===== config.mk =====
export PLATFORM = sky130hd
export DESIGN_NAME = serial_sub
export DESIGN_NICKNAME = d
export VERILOG_FILES = /design/src/rtl/serial_sub.sv
export SDC_FILE = /design/constraint.sdc
export NUM_CORES = 1
export LEC_CHECK = 0
export BUFFER_PORTS_ARGS = -buffer_cell sky130_fd_sc_hd__buf_2
export CORE_ASPECT_RATIO = 0.8
export CORE_UTILIZATION = 50
export CTS_CLUSTER_SIZE = 14
export DETAILED_ROUTE_END_ITERATION = 8
export HOLD_SLACK_MARGIN = 0.12
export PLACE_DENSITY_LB_ADDON = 0.3
export REMOVE_ABC_BUFFERS = 1
export SLEW_MARGIN = 20
export SYNTH_ARGS = -nofsm -noshare
export SYNTH_HDL_FRONTEND = slang
export SYNTH_SLANG_ARGS = --single-unit

===== constraint.sdc =====
create_clock -name CLK -period 2.1 [get_ports CLK]
set_input_delay 0.21 -clock CLK [delete_from_list [all_inputs] [get_ports CLK]]
set_output_delay 0.21 -clock CLK [all_outputs]
set_load 0.01 [all_outputs]

===== src/rtl/serial_sub.sv =====
`default_nettype none
// ============================================================================
//  Module   : serial_sub
//  Purpose  : Bit-serial unsigned subtractor. Computes A - B modulo 2^WIDTH
//             one bit per clock, LSB first, and reports the final borrow.
//  Ports    : CLK    - clock, all state updates on the rising edge
//             Reset  - asynchronous, active-high reset
//             Start  - begin a subtraction (accepted only when idle)
//             A, B   - minuend / subtrahend, captured when Start is accepted
//             Diff   - registered result, updated only on completion
//             Bout   - registered final borrow (1 when A < B)
//             Busy   - high for the WIDTH cycles of bit-serial computation
//             Done   - one-cycle pulse when Diff/Bout hold a new result
//  Revision : 1.0 - initial release
// ============================================================================
module serial_sub #(
  parameter int WIDTH = 8
) (
  input  logic             CLK,
  input  logic             Reset,
  input  logic             Start,
  input  logic [WIDTH-1:0] A,
  input  logic [WIDTH-1:0] B,
  output logic [WIDTH-1:0] Diff,
  output logic             Bout,
  output logic             Busy,
  output logic             Done
);

  // Counter must be able to represent WIDTH itself.
  localparam int                c_CW   = $clog2(WIDTH + 1);
  localparam logic [c_CW-1:0]   c_LAST = c_CW'(WIDTH - 1);
  localparam logic [c_CW-1:0]   c_ONE  = c_CW'(1);

  typedef enum logic [1:0] {
    S_IDLE = 2'd0,
    S_RUN  = 2'd1,
    S_DONE = 2'd2
  } state_t;

  state_t           r_state;
  state_t           w_state_next;

  logic [WIDTH-1:0] r_a;
  logic [WIDTH-1:0] r_b;
  logic [WIDTH-1:0] r_res;
  logic             r_br;
  logic [c_CW-1:0]  r_cnt;

  logic             w_d;
  logic             w_br_next;
  logic             w_last;
  logic [WIDTH-1:0] w_res_next;

  // Full-subtractor on the current LSBs.
  assign w_d        = r_a[0] ^ r_b[0] ^ r_br;
  assign w_br_next  = (~r_a[0] & r_b[0]) | (~(r_a[0] ^ r_b[0]) & r_br);
  assign w_res_next = {w_d, r_res[WIDTH-1:1]};
  // The counter still holds WIDTH-1 on the final RUN edge.
  assign w_last     = (r_cnt == c_LAST);

  assign Busy = (r_state == S_RUN);
  assign Done = (r_state == S_DONE);

  // State register
  always_ff @(posedge CLK or posedge Reset) begin
    if (Reset) begin
      r_state <= S_IDLE;
    end else begin
      r_state <= w_state_next;
    end
  end

  // Next-state logic
  always_comb begin
    w_state_next = r_state;
    case (r_state)
      S_IDLE:  if (Start)  w_state_next = S_RUN;
      S_RUN:   if (w_last) w_state_next = S_DONE;
      S_DONE:  w_state_next = S_IDLE;
      default: w_state_next = S_IDLE;
    endcase
  end

  // Datapath. Diff/Bout are written only on the final RUN edge so the
  // partially assembled result in r_res is never visible.
  always_ff @(posedge CLK or posedge Reset) begin
    if (Reset) begin
      r_a   <= '0;
      r_b   <= '0;
      r_res <= '0;
      r_br  <= 1'b0;
      r_cnt <= '0;
      Diff  <= '0;
      Bout  <= 1'b0;
    end else begin
      case (r_state)
        S_IDLE: begin
          if (Start) begin
            r_a   <= A;
            r_b   <= B;
            r_br  <= 1'b0;
            r_cnt <= '0;
          end
        end
        S_RUN: begin
          r_res <= w_res_next;
          r_a   <= r_a >> 1;
          r_b   <= r_b >> 1;
          r_br  <= w_br_next;
          r_cnt <= r_cnt + c_ONE;
          if (w_last) begin
            Diff <= w_res_next;
            Bout <= w_br_next;
          end
        end
        default: ;
      endcase
    end
  end

endmodule
`default_nettype wire


======== After elaboration in Yosys (flattened, before gate mapping) ========
Index checks and enable logic that the tools add are counted.
cells by class
  equal/unequal tests ..................... 5
  div/mod/pow operators ................... 0
  shift-type cells ........................ 0
  add/sub/neg operators ................... 1
  order comparisons ....................... 0
  bitwise gates (word level) .............. 7
  mux-type cells .......................... 11
  reduce and logical (&&, ||, !) cells .... 5
  $mul .................................... 0
operators by type and width
  operator               number
  $pmux W8 S2            2
  $mux W8                2
  $pmux W4 S2            1
  $reduce_and A2 Y1      3
  $add A4 B1 Y4 const B  1
  $eq A4 B3 Y1 const B   1
  $mux W2                2
  $mux W4                1
  $pmux W2 S2            1
  $and A1 B1 Y1          2
  $eq A2 B1 Y1 const B   1
  $eq A2 B2 Y1 const B   1
  $logic_not A2 Y1       1
  $ne A2 B1 Y1 const B   1
  $ne A2 B2 Y1 const B   1
  $not A1 Y1             2
  $pmux W1 S2            1
  $reduce_bool A2 Y1     1
  $xor A1 B1 Y1          2
  $mux W1                1
  $or A1 B1 Y1           1
storage, ports and cells
  memories ................................ 0
  ROM bits ................................ 0
  register bits after elaboration ......... 40
  logic and storage cells ................. 37
  bits of input ports ..................... 19
  bits in latches ......................... 0
  memory bits (writable) .................. 0
  output and inout port bits .............. 11

======== Depth between registers and ports, before layout ========
  word-level depth ........................ 5
  mapped depth ............................ 6
  mapped depth without buffers ............ 4

======== Worst setup path before layout ========
OpenSTA, ideal clock, no wires.
  path kind ............................... register to register
  from .................................... register r_state[1]
  to ...................................... register Diff[0]
  cell stages (with the launch flop) ...... 5
  arrival time ............................ 1364 ps
  required time ........................... 1975 ps
  clock period less this slack ............ 1489 ps
  slack ................................... 611 ps
  setup time .............................. 125 ps
  path buffers ............................ 1
  cells stage by stage .................... dfrtp_1 -> nand2b_1 -> buf_6 -> nor3_4 -> mux2_2
between the ends
  word-level cells in the longest chain between the ends .. 2
ends and longest elaborated chain
  what                                line  RTL
  from (decl)                         41    state_t r_state;
  from (signal assigned)              70    r_state <= w_state_next;
  $eq A2 B1 Y1                        97    case (r_state)
  $reduce_and A2 Y1 (no source line)  -
  to (signal assigned)                113   Diff <= w_res_next;
  to (decl)                           24    output logic [WIDTH-1:0] Diff,
No other way between the ends.
A chain may end at the register's enable or synchronous reset.

======== Worst setup path in the final report ========
  from .................................... register r_state[1]
  to ...................................... output Busy
between the ends
  word-level cells in the longest chain between the ends .. 1
ends and longest elaborated chain
  what          line  RTL
  $eq A2 B1 Y1  62    assign Busy = (r_state == S_RUN);
  to (decl)     26    output logic Busy,
No other way between the ends.

==> reports/qor.yml <==
floorplan:
  initial_utilization_pct: 52.27
  die_width_um: 65.50
  core_area_um2: 3085
  fp.dieArea_um2: 3458
  io-pin-count: 30
  die_h_um: 52.80
  row_count: 18
placed_design:
  placed_cells: 218
  hpwl_um: 2102
  portBuffers: 29
  dpl_cell_area_um2: 1807
  gp_congestion: 0.7613
cts:
  cts_tree: "yes"
  clkTransAtPathRegs_ns: 0.08
  ctsResizeCount: 0
  root_buffer: "clkbuf_8"
  clock_sinks: 39
  cts-htree-levels: 2
  clk_latency_ns: 0.29
  cts_buffers: 5
  post_cts_buffers: 0
  clk_path_buf_depth: 2
final_layout:
  drive_gt1_share_pct: 27.51
  final_nets: 209
  area_growth_syn_to_layout_pct: 21.41
  fin_area_um2: 1958
  fin_cells: 229
  antenna_cells: 0
grt:
  grt_pass1_vias: 1135
  grt.met1_usage_pct: 24.57
  grt_pass1_wl_um: 5071
  busiest_layer: "met2"
  grt_max_degree: 40
  antenna_found_initial: 0
  use_met2_pct: 35.05
  globalRouteOverflowTotal: 0
  grtUsageTotal_pct: 20.69
  use_met3_pct: 5.870
synth:
  yosys_warnings: 0
  synth_common_cells: "58 x nand2_1, 39 x dfrtp_1, 14 x a22oi_1"
  synth_edf_count: 0
  syn_inst: 152
  yosys-top-cells-area: "dfrtp_1 61%, nand2_1 13%, a22oi_1 6.5%, mux2_2 5.6%, o21ai_0 1.6%"
  ys_types: 20
  yosysMostFrequentCell: "nand2_1"
  ys_ff_latch: 39
  netlist.area_leader.share_pct: 60.51
  syn_area_per_cell_um2: 10.61
  netlist_area_um2: 1613
  ys.flop_type: "dfrtp_1"
  synthArstFlopShare_pct: 100.0
  synth_seq_area_share_pct: 60.51
  synth_largest_area_cell: "dfrtp_1"
routing:
  drcViolationCount: 0
  post_drt_wl_per_cell_um: 13.55
  vias: 1199
  ant_nets: 0
  wirelength_um: 3102
  via_per_inst: 5.236
  drt_iter0_drc: 63
  firstDrtPassIters: 4
sta:
  period_share_pct: 93.28
  max_freq_mhz: 510.5
  clock_skew_ns: 0.01073
  fin_hold_ws_ns: 0.1347
  rsz0062_at_grt: "false"
  finalHoldViolCount: 0
  slew_headroom_pct: 59.50
  tns_ns: 0
  min_period_ns: 1.959
  slew_viol_final: 0
  tightest_slew_ns: 0.6071
  setup_viol: 0
status:
  status: "finished, final reports clean"
setup_path:
  startpoint: "r_state[1]$_DFFE_PP0P_"
  path_class: "flop to output pin"
  crit_path_max_fanout: 17
  worstReg2RegStart: "r_state[1]$_DFFE_PP0P_"
  cp-start-kind: "flop"
  critPathRequiredTime_ns: 1.89
  critPathCaptureType: "output pin"
  arrival_ns: 1.75
pwr:
  p_per_area_nw_per_um2: 1486
  p_leak_nw: 1.003
  ir_worst_vdd_v: 0.0007187
  fin_total_pwr_mw: 2.910
run:
  max_cap_viol_count: 0
hold_path:
  hold_class: "primary input to flop"
  holdCritStartpoint: "A[6]"
[metrics by stage]
stage,setup slack (ns),util (%)
floorplan,0.1473,-
global placement,0.4115,58.56
detailed placement,0.3682,58.56
CTS,0.1351,63.34
global route,0.03185,63.46
finish,0.1412,63.46
[metal layers]
layer | share of wire (%) | vias to the layer above | wire [um]
li1 | - | 575 | -
met1 | 43 | 594 | 1348
met2 | 52 | 26 | 1602
met3 | 3.9 | 4 | 120
met4 | 1.0 | 0 | 31
met5 | 0 | - | 0
[layout make-up]
cell class                 count  area, um2
multi-input combinational    101      590.6
timing repair buffer          36      205.2
clock inverter                 2      35.03
sequential                    39      975.9
clock buffer                   6      82.58
fill                         248       1127
tap                           40      50.05
inverter                       5      18.77
[registers in the layout (all words and copies together) (netlist names)]
| name | cells |
|---|---|
| r_br | 1 |
| r_b | 8 |
| Bout | 1 |
| r_state | 2 |
| r_cnt | 4 |
| Diff | 8 |
| r_res | 7 |
| r_a | 8 |
[cell families (layout without fill, tap and decap cells)]
kind of cell,count (synthesis),count (layout),share of synthesized area [%]
fa+ha+maj,2,2,2.017
compound gates,23,23,9.852
flops,39,39,60.51
buf+inv,12,49,3.413
mux,10,10,6.827
simple gates,66,66,17.38
[path summary, 6_finish.rpt]
| check | to | slack, ns | cells after the start |
|---|---|---|---|
| max in group asynchronous | r_b[7]$_DFFE_PP0P_ | 1.15 | 4 |
| min in group asynchronous | Diff[3]$_DFFE_PP0P_ | 0.60 | 4 |
| worst min register to register | r_b[6]$_DFFE_PP0P_ | 0.48 | 2 |
| worst max-delay path | Busy | 0.14 | 3 |
| worst min-delay path | r_a[6]$_DFFE_PP0P_ | 0.13 | 3 |
| worst max register to register | Diff[3]$_DFFE_PP0P_ | 0.33 | 3 |
[placed cells by master (no fill, tap or decap)]
| cell | count |
|---|---|
| nand4_1 | 1 |
| mux2i_1 | 2 |
| nand2_1 | 58 |
| nor3b_1 | 1 |
| nand2b_1 | 3 |
| ha_1 | 1 |
| a22oi_1 | 14 |
| o21bai_1 | 1 |
| mux2_2 | 8 |
| buf_2 | 29 |
| nor3_4 | 1 |
| buf_4 | 4 |
| o21ai_0 | 5 |
| o21bai_2 | 1 |
| fa_1 | 1 |
| a21o_1 | 1 |
| o22ai_1 | 1 |
| bufinv_16 | 1 |
| dlygate4sd3_1 | 3 |
| clkbuf_8 | 6 |
| nor2b_1 | 1 |
| dfrtp_1 | 39 |
| clkinv_2 | 1 |
| nor3b_2 | 1 |
| inv_1 | 5 |
[power by group]
part	switching, mW	internal, mW	total, mW	leakage [nW]
Sequential	0.217	1.09	1.31	0.490
Combinational	0.544	0.421	0.965	0.452
Clock	0.254	0.384	0.638	0.0612
Total	1.01	1.90	2.91	1.00
[critical path: stages, from the launching register on]
cell,delay [ns]
dfrtp_1,0.40
nand2b_1,0.33
inv_1,0.49
buf_2,0.23
[timing repair]
action | in CTS | in global routing
endpoints found under the setup margin | 0 | 0
endpoints found under the hold margin | 41 | 0
hold buffers | 3 | 0
No activity file was read; power rests on OpenSTA's default activity.
